File: src/rtl/divider_arbiter.sv
// divider_arbiter
//   Shares one 16.16 signed fixed-point divider between two requesters.
//   Requests are arbitrated round-robin. Each granted operation runs the
//   divider's two-step protocol: a write_a cycle, a start cycle, then a wait
//   for done. The quotient and flags go back to the granted port only. A
//   divider that never reports done is abandoned after TIMEOUT cycles and the
//   port receives an err response.
//
// Ports
//   clk, rst              clock; asynchronous active-high reset
//   reqN_valid/_a/_b      request N with dividend and divisor, held until ready
//   reqN_ready            one-cycle accept pulse (operands latched that cycle)
//   rspN_valid            one-cycle response pulse to port N
//   rspN_val/_dbz/_ovf/_err  quotient and flags, held until the next rspN_valid
//   div_write_a, div_start   divider control strobes
//   div_a, div_b          operands presented to the divider
//   div_busy, div_done    divider status (done is a one-cycle pulse)
//   div_dbz, div_ovf, div_val  divider result, sampled on div_done
module divider_arbiter #(
  parameter int WIDTH   = 32,
  parameter int TIMEOUT = 80
) (
  input  logic             clk,
  input  logic             rst,
  input  logic             req0_valid,
  input  logic [WIDTH-1:0] req0_a,
  input  logic [WIDTH-1:0] req0_b,
  output logic             req0_ready,
  output logic             rsp0_valid,
  output logic [WIDTH-1:0] rsp0_val,
  output logic             rsp0_dbz,
  output logic             rsp0_ovf,
  output logic             rsp0_err,
  input  logic             req1_valid,
  input  logic [WIDTH-1:0] req1_a,
  input  logic [WIDTH-1:0] req1_b,
  output logic             req1_ready,
  output logic             rsp1_valid,
  output logic [WIDTH-1:0] rsp1_val,
  output logic             rsp1_dbz,
  output logic             rsp1_ovf,
  output logic             rsp1_err,
  output logic             div_write_a,
  output logic             div_start,
  output logic [WIDTH-1:0] div_a,
  output logic [WIDTH-1:0] div_b,
  input  logic             div_busy,
  input  logic             div_done,
  input  logic             div_dbz,
  input  logic             div_ovf,
  input  logic [WIDTH-1:0] div_val
);

  // Counter only has to reach TIMEOUT-1.
  localparam int CNT_W = (TIMEOUT > 2) ? $clog2(TIMEOUT) : 1;
  localparam logic [CNT_W-1:0] CNT_LAST = CNT_W'(TIMEOUT - 1);

  typedef enum logic [2:0] {
    S_IDLE,
    S_LOAD_A,
    S_START,
    S_WAIT,
    S_RESP
  } state_t;

  state_t                  state_q, state_d;
  logic                    last_q, last_d;
  logic                    gnt_q, gnt_d;
  logic [CNT_W-1:0]        cnt_q, cnt_d, cnt_inc;
  logic signed [WIDTH-1:0] a_q, b_q;

  logic                    pick;
  logic                    accept;
  logic                    cap_en;
  logic signed [WIDTH-1:0] cap_val;
  logic                    cap_dbz, cap_ovf, cap_err;

  logic signed [WIDTH-1:0] val0_q, val1_q;
  logic                    dbz0_q, ovf0_q, err0_q;
  logic                    dbz1_q, ovf1_q, err1_q;

  always_comb begin
    state_d = state_q;
    last_d  = last_q;
    gnt_d   = gnt_q;
    cnt_d   = cnt_q;
    accept  = 1'b0;
    cap_en  = 1'b0;
    cap_val = '0;
    cap_dbz = 1'b0;
    cap_ovf = 1'b0;
    cap_err = 1'b0;
    cnt_inc = cnt_q + CNT_W'(1);
    // On a tie the port that was not served last wins; otherwise whoever asks.
    pick    = (req0_valid && req1_valid) ? ~last_q : req1_valid;

    case (state_q)
      S_IDLE: begin
        if (req0_valid || req1_valid) begin
          accept  = 1'b1;
          gnt_d   = pick;
          last_d  = pick;
          state_d = S_LOAD_A;
        end
      end
      S_LOAD_A: begin
        state_d = S_START;
      end
      S_START: begin
        if (!div_busy) begin
          cnt_d   = '0;
          state_d = S_WAIT;
        end
      end
      S_WAIT: begin
        if (div_done) begin
          cap_en  = 1'b1;
          cap_val = div_val;
          cap_dbz = div_dbz;
          cap_ovf = div_ovf;
          state_d = S_RESP;
        end else if (cnt_inc == CNT_LAST) begin
          // Divider is considered hung: report err with a zero quotient.
          cap_en  = 1'b1;
          cap_err = 1'b1;
          state_d = S_RESP;
        end else begin
          cnt_d = cnt_inc;
        end
      end
      S_RESP: begin
        state_d = S_IDLE;
      end
      default: begin
        state_d = S_IDLE;
      end
    endcase
  end

  always_ff @(posedge clk or posedge rst) begin
    if (rst) begin
      state_q <= S_IDLE;
      last_q  <= 1'b1;
      gnt_q   <= 1'b0;
      cnt_q   <= '0;
      val0_q  <= '0;
      dbz0_q  <= 1'b0;
      ovf0_q  <= 1'b0;
      err0_q  <= 1'b0;
      val1_q  <= '0;
      dbz1_q  <= 1'b0;
      ovf1_q  <= 1'b0;
      err1_q  <= 1'b0;
    end else begin
      state_q <= state_d;
      last_q  <= last_d;
      gnt_q   <= gnt_d;
      cnt_q   <= cnt_d;
      if (cap_en && !gnt_q) begin
        val0_q <= cap_val;
        dbz0_q <= cap_dbz;
        ovf0_q <= cap_ovf;
        err0_q <= cap_err;
      end
      if (cap_en && gnt_q) begin
        val1_q <= cap_val;
        dbz1_q <= cap_dbz;
        ovf1_q <= cap_ovf;
        err1_q <= cap_err;
      end
    end
  end

  // Operand latches carry no reset: they are only observed after an accept.
  always_ff @(posedge clk) begin
    if (accept) begin
      a_q <= pick ? req1_a : req0_a;
      b_q <= pick ? req1_b : req0_b;
    end
  end

  // Ready is gated by rst so no accept pulse can appear while reset is held.
  assign req0_ready  = accept & ~pick & ~rst;
  assign req1_ready  = accept &  pick & ~rst;

  assign div_write_a = (state_q == S_LOAD_A);
  assign div_start   = (state_q == S_START) && !div_busy;
  assign div_a       = (state_q == S_LOAD_A) ? a_q : '0;
  assign div_b       = ((state_q == S_START) || (state_q == S_WAIT)) ? b_q : '0;

  assign rsp0_valid  = (state_q == S_RESP) && !gnt_q;
  assign rsp1_valid  = (state_q == S_RESP) &&  gnt_q;
  assign rsp0_val    = val0_q;
  assign rsp0_dbz    = dbz0_q;
  assign rsp0_ovf    = ovf0_q;
  assign rsp0_err    = err0_q;
  assign rsp1_val    = val1_q;
  assign rsp1_dbz    = dbz1_q;
  assign rsp1_ovf    = ovf1_q;
  assign rsp1_err    = err1_q;

endmodule

File: config.mk
export PLATFORM = sky130hd
export DESIGN_NAME = divider_arbiter
export DESIGN_NICKNAME = d
export VERILOG_FILES = /design/src/rtl/divider_arbiter.sv
export SDC_FILE = /design/constraint.sdc
export NUM_CORES = 1
export LEC_CHECK = 0
export ABC_AREA = 1
export BUFFER_PORTS_ARGS = -buffer_cell sky130_fd_sc_hd__buf_2
export CORE_MARGIN = 8
export CORE_UTILIZATION = 45
export DETAILED_ROUTE_END_ITERATION = 7
export PLACE_DENSITY = 0.78
export SYNTH_ARGS = -nofsm -noshare
export SYNTH_HDL_FRONTEND = slang
export SYNTH_SLANG_ARGS = --single-unit
File: constraint.sdc
create_clock -name clk -period 3.9 [get_ports clk]
set_input_delay 0.195 -clock clk [delete_from_list [all_inputs] [get_ports clk]]
set_output_delay 0.195 -clock clk [all_outputs]
set_load 0.01 [all_outputs]
Word level (Yosys, flattened, before mapping)
Cells that the tools add are included.
{"block": "totals", "reg_bits": 146, "in_bits": 168, "out_inout_bits": 140}
{"block": "classes", "n_addsub": 1, "eq_ne": 10, "muxes": 27, "bitwise_logic": 7, "reduce_logical": 15}
{"operator": "$mux W32", "n": 6}
{"operator": "$mux W7", "n": 3}
{"operator": "$pmux W7 S2", "n": 1}
{"operator": "$mux W1", "n": 12}
{"operator": "$mux W3", "n": 4}
{"operator": "$pmux W3 S4", "n": 1}
{"operator": "$ne A2 B2 Y1 const B", "n": 4}
{"operator": "$add A7 B1 Y7 const B", "n": 1}
{"operator": "$eq A7 B7 Y1 const B", "n": 1}
{"operator": "$eq A3 B2 Y1 const B", "n": 2}
{"operator": "$logic_and A1 B1 Y1", "n": 6}
{"operator": "$and A1 B1 Y1", "n": 4}
{"operator": "$reduce_and A4 Y1", "n": 1}
{"operator": "$eq A3 B1 Y1 const B", "n": 1}
{"operator": "$eq A3 B3 Y1 const B", "n": 1}
{"operator": "$logic_not A3 Y1", "n": 1}
{"operator": "$ne A3 B3 Y1 const B", "n": 1}
{"operator": "$not A1 Y1", "n": 3}
{"operator": "$reduce_and A3 Y1", "n": 1}
{"operator": "$logic_not A1 Y1", "n": 2}
{"operator": "$logic_or A1 B1 Y1", "n": 2}
{"operator": "$reduce_and A2 Y1", "n": 1}
{"operator": "$reduce_bool A2 Y1", "n": 1}

Logic depth before layout (Yosys ltp)
{"block": "logic_depth", "ltp_word": 6, "ltp_mapped": 13, "mapped_depth_nobuf": 12}

Least setup slack after synthesis
No wires, ideal clock.
{"block": "synth_timing", "path_kind": "reg2reg", "from": "reg state_q[2]", "to": "reg a_q[0] (enable)", "setup_ns": 0.418, "arrival_time_ns": 2.164, "slack_ns": 1.317, "path_stages_with_launch": 6, "path_cell_list": "dfrtp_1 -> nor2_1 -> inv_1 -> nor2_1 -> o21ai_0 -> inv_1"}
{"block": "synth_via", "elab_chain_cells": 2}
{"element": "from (decl)", "line": "66", "rtl": "state_t state_q, state_d;"}
{"element": "from (signal assigned)", "line": "155", "rtl": "state_q <= state_d;"}
{"element": "$logic_not A3 Y1", "line": "97", "rtl": "case (state_q)"}
{"element": "$mux W1", "line": "97"}
{"element": "via accept", "line": "73", "rtl": "logic accept;"}
{"element": "to (signal assigned)", "line": "177", "rtl": "a_q <= pick ? req1_a : req0_a;"}
{"element": "to (decl)", "line": "70", "rtl": "logic signed [WIDTH-1:0] a_q, b_q;"}
The timed path passes the listed nets, and every way through them passes these cells.
A chain may end at the register's enable or synchronous reset.

Worst setup path after layout
{"block": "layout_timing", "from": "reg last_q", "to": "out req1_ready"}
{"block": "layout_via", "elab_chain_cells": 4}
{"element": "from (decl)", "line": "67", "rtl": "logic last_q, last_d;"}
{"element": "from (signal assigned)", "line": "156", "rtl": "last_q <= last_d;"}
{"element": "$not A1 Y1", "line": "95", "rtl": "pick = (req0_valid && req1_valid) ? ~last_q : req1_valid;"}
{"element": "$mux W1", "line": "95"}
{"element": "$and A1 B1 Y1 (2 in series)", "line": "184", "rtl": "assign req1_ready = accept & pick & ~rst;"}
{"element": "to (decl)", "line": "37", "rtl": "output logic req1_ready,"}
No other way between the ends.

==> qor.yml <==
timing:
  finalMaxSlewViolations: 0
  worst_pin_slew_ns: 1.060
  fin_hold_ws_ns: 0.005416
  tns_ns: 0
  grt_setup_unrepaired: "no"
  finalCritPeriodShare_pct: 63.19
  skew_ns: 0.005556
  hold_viol: 0
  fin_crit_ns: 2.464
  slew_headroom_pct: 29.21
  setup_viol: 0
  fmax_ghz: 0.4058
power_and_ir_drop:
  p_leak_nw: 5.223
  powerDensity_nw_per_um2: 741.1
  peakVddDrop_uv: 322.4
global_route:
  grt_pass1_vias: 6541
  grt-ovfl-total: 0
  antenna_found_initial: 4
  track_usage_pct: 21.82
  grt_pass1_wl_microns: 33980
  grt_max_degree: 67
floorplanning:
  num_rows: 45
  core-area_sq_um: 15090
  die_y_microns: 139.8
  io_pins: 308
  initial_core_util_pct: 45.73
  die_w_microns: 139.8
  die_area_sq_um: 19550
setup_path:
  path_cells: "nand2_1 > nand2_2 > inv_2 > nand2_1 > nor2_1 > buf_2"
  cp_num_buf_inv: 2
  crit_fanout: 66
  cp_common_cell: "nand2_1"
  slowest_stage: "inv_2"
  crit_path_start_kind: "flop"
  path_delay_family: "buffers and inverters"
  worst_setup_path_end_kind: "output pin"
  r2r_setup_slack_ns: 1.50
  r2r-start: "state_q[2]"
  arrival_ns: 2.27
  r2r_cells: 6
  r2r-end: "b_q[5]"
  critPathKind: "reg2out"
  cp_data_required_time_ns: 3.70
  critPathMaxStageDelay_ns: 0.76
cts:
  cts_hold_buf: 0
  cts_tree: "built"
  cts.sinks: 146
  cts.path.max_buffers: 2
  numCtsBuffers: 17
  post-cts-setup-buffers: 0
  clkTransAtPathRegs_ns: 0.06
  cts_max_level: 4
  cts_resized: 0
  clk_latency_ns: 0.42
  ctsRootBufferMaster: "clkbuf_16"
min_path:
  hold_class: "in2async"
cells_and_area:
  nNetsFinal: 1284
  final_layout_size_suffix_gt1_share_pct: 31.68
  syn_to_final_growth_pct: 32.28
  fillCellCount: 1344
routing:
  drc: 0
  drt-pass1-iter-count: 5
  via_count: 6507
  ant_nets: 0
  wirelength_microns: 21290
  vias_per_cell: 4.933
  routedWlPerCell_microns: 16.14
  drt_iter0_drc: 382
place:
  port_buffers: 307
  place_hpwl_microns: 15640
  gp_congestion: 0.8693
logic_synthesis:
  syn_nets: 1000
  syn_area_per_cell_sq_um: 8.314
  ys_types: 29
  ys_ff_latch: 146
  synth_warnings: 0
  synthCells: 830
  mappedNetlistArea_sq_um: 6900
  ys_seq_area_share_pct: 57.61
run_status:
  outcome: "finished clean"
flow_run:
  maxCapViolCount: 0
## layer usage
| metal | vias to the layer above | track usage [%] | share of wire, % |
|---|---|---|---|
| li1 | 3197 | - | - |
| met2 | 284 | 35.49 | 48 |
| met5 | - | 0 | 0.066 |
| met1 | 2989 | 24.75 | 39 |
| met3 | 35 | 9.918 | 11 |
| met4 | 2 | 8.229 | 2.3 |
## logic make-up after synthesis
family,count (synthesis),share of synthesized area [%]
compound gates,10,1.034
fa+ha+maj,2,0.3626
buf+inv,134,8.250
flops,146,57.61
simple gates,538,32.75
## cells in the mapped netlist (all sizes together)
master,n,share of area (%)
clkbuf,31,1.7
o211ai,1,0.11
ha,2,0.36
nor2,79,4.3
buf,19,2.0
o22ai,1,0.091
nand4,70,6.3
dfrtp,81,29
a21oi,2,0.15
o21ai,5,0.53
or2,1,0.091
nand3,13,1.3
nand2,372,20
nor3,2,0.15
edfxtp,64,28
o21bai,1,0.16
inv,84,4.6
dfstp,1,0.38
nand3b,1,0.11
## metrics by stage
stage          cell area (sq um)  total power, mW  worst slack, ns  std cells  util, %
2_1_floorplan               6900            4.007            1.317        830        -
3_3_place_gp                8482            5.018            1.564       1283    56.21
3_5_place_dp                8482            5.078            1.497       1283    56.21
4_1_cts                     9117            6.831            1.353       1315    60.42
5_1_grt                     9123            7.239            1.181       1317    60.46
6_report                    9128            6.765            1.436       1319    60.49
## area by class of cell
class                   instances  area [sq um]  area share (%)
multi-input cells             550          2359           25.84
inverters                      84         316.6           3.468
clock inverters                 7         117.6           1.289
flip-flops and latches        146          3975           43.55
well taps                     188         235.2           2.577
clock buffers                  25         518.0           5.675
repair buffers                315          1597           17.49
diodes                          4         10.01          0.1097
## worst max-delay path by stage
stage / from / endpoint / slack, ns / depth (start not counted)
detailed placement: state_q[2] / b_q[19] / 1.50 / 6
global placement: state_q[2] / b_q[4] / 1.56 / 6
finish: last_q / req1_ready / 1.44 / 6
floorplan: state_q[2] / a_q[0] / 1.32 / 5
global route: last_q / req1_ready / 1.18 / 6
CTS: last_q / req1_ready / 1.35 / 6
## where the power goes
group	switching [mW]	internal, mW
logic	1.66	0.818
clock network	0.622	1.12
registers	0.273	2.27
## registers in the layout, summed over array words and instances, names as in the netlist
register / cells
rsp0_ovf: 1
state_q: 3
rsp1_dbz: 1
last_q: 1
rsp1_err: 1
b_q: 32
a_q: 32
gnt_q: 1
rsp1_val: 32
rsp1_ovf: 1
cnt_q: 7
rsp0_dbz: 1
rsp0_err: 1
rsp0_val: 32
## placed cells by master (no fill, tap or decap)
| master | n |
|---|---|
| nand2_1 | 368 |
| buf_2 | 307 |
| dfrtp_1 | 81 |
| inv_1 | 80 |
| nor2_1 | 78 |
| nand4_1 | 70 |
| edfxtp_1 | 64 |
| clkbuf_16 | 19 |
| nand3_1 | 11 |
| buf_4 | 8 |
| diode_2 | 4 |
| clkbuf_1 | 4 |
| nand2_2 | 3 |
| inv_2 | 3 |
| clkinv_2 | 3 |
| bufinv_16 | 3 |
| o21ai_1 | 2 |
| nand3_4 | 2 |
| o21ai_0 | 2 |
| a21oi_1 | 2 |
| nor3_1 | 2 |
| ha_1 | 2 |
| clkbuf_8 | 2 |
| clkinv_4 | 2 |
| o21bai_2 | 1 |
| nand3b_1 | 1 |
| nand2_4 | 1 |
| o22ai_1 | 1 |
| o21ai_4 | 1 |
| nor2_2 | 1 |
| o211ai_1 | 1 |
| or2_1 | 1 |
| dfstp_2 | 1 |
Power figures use the tool's default switching activity.
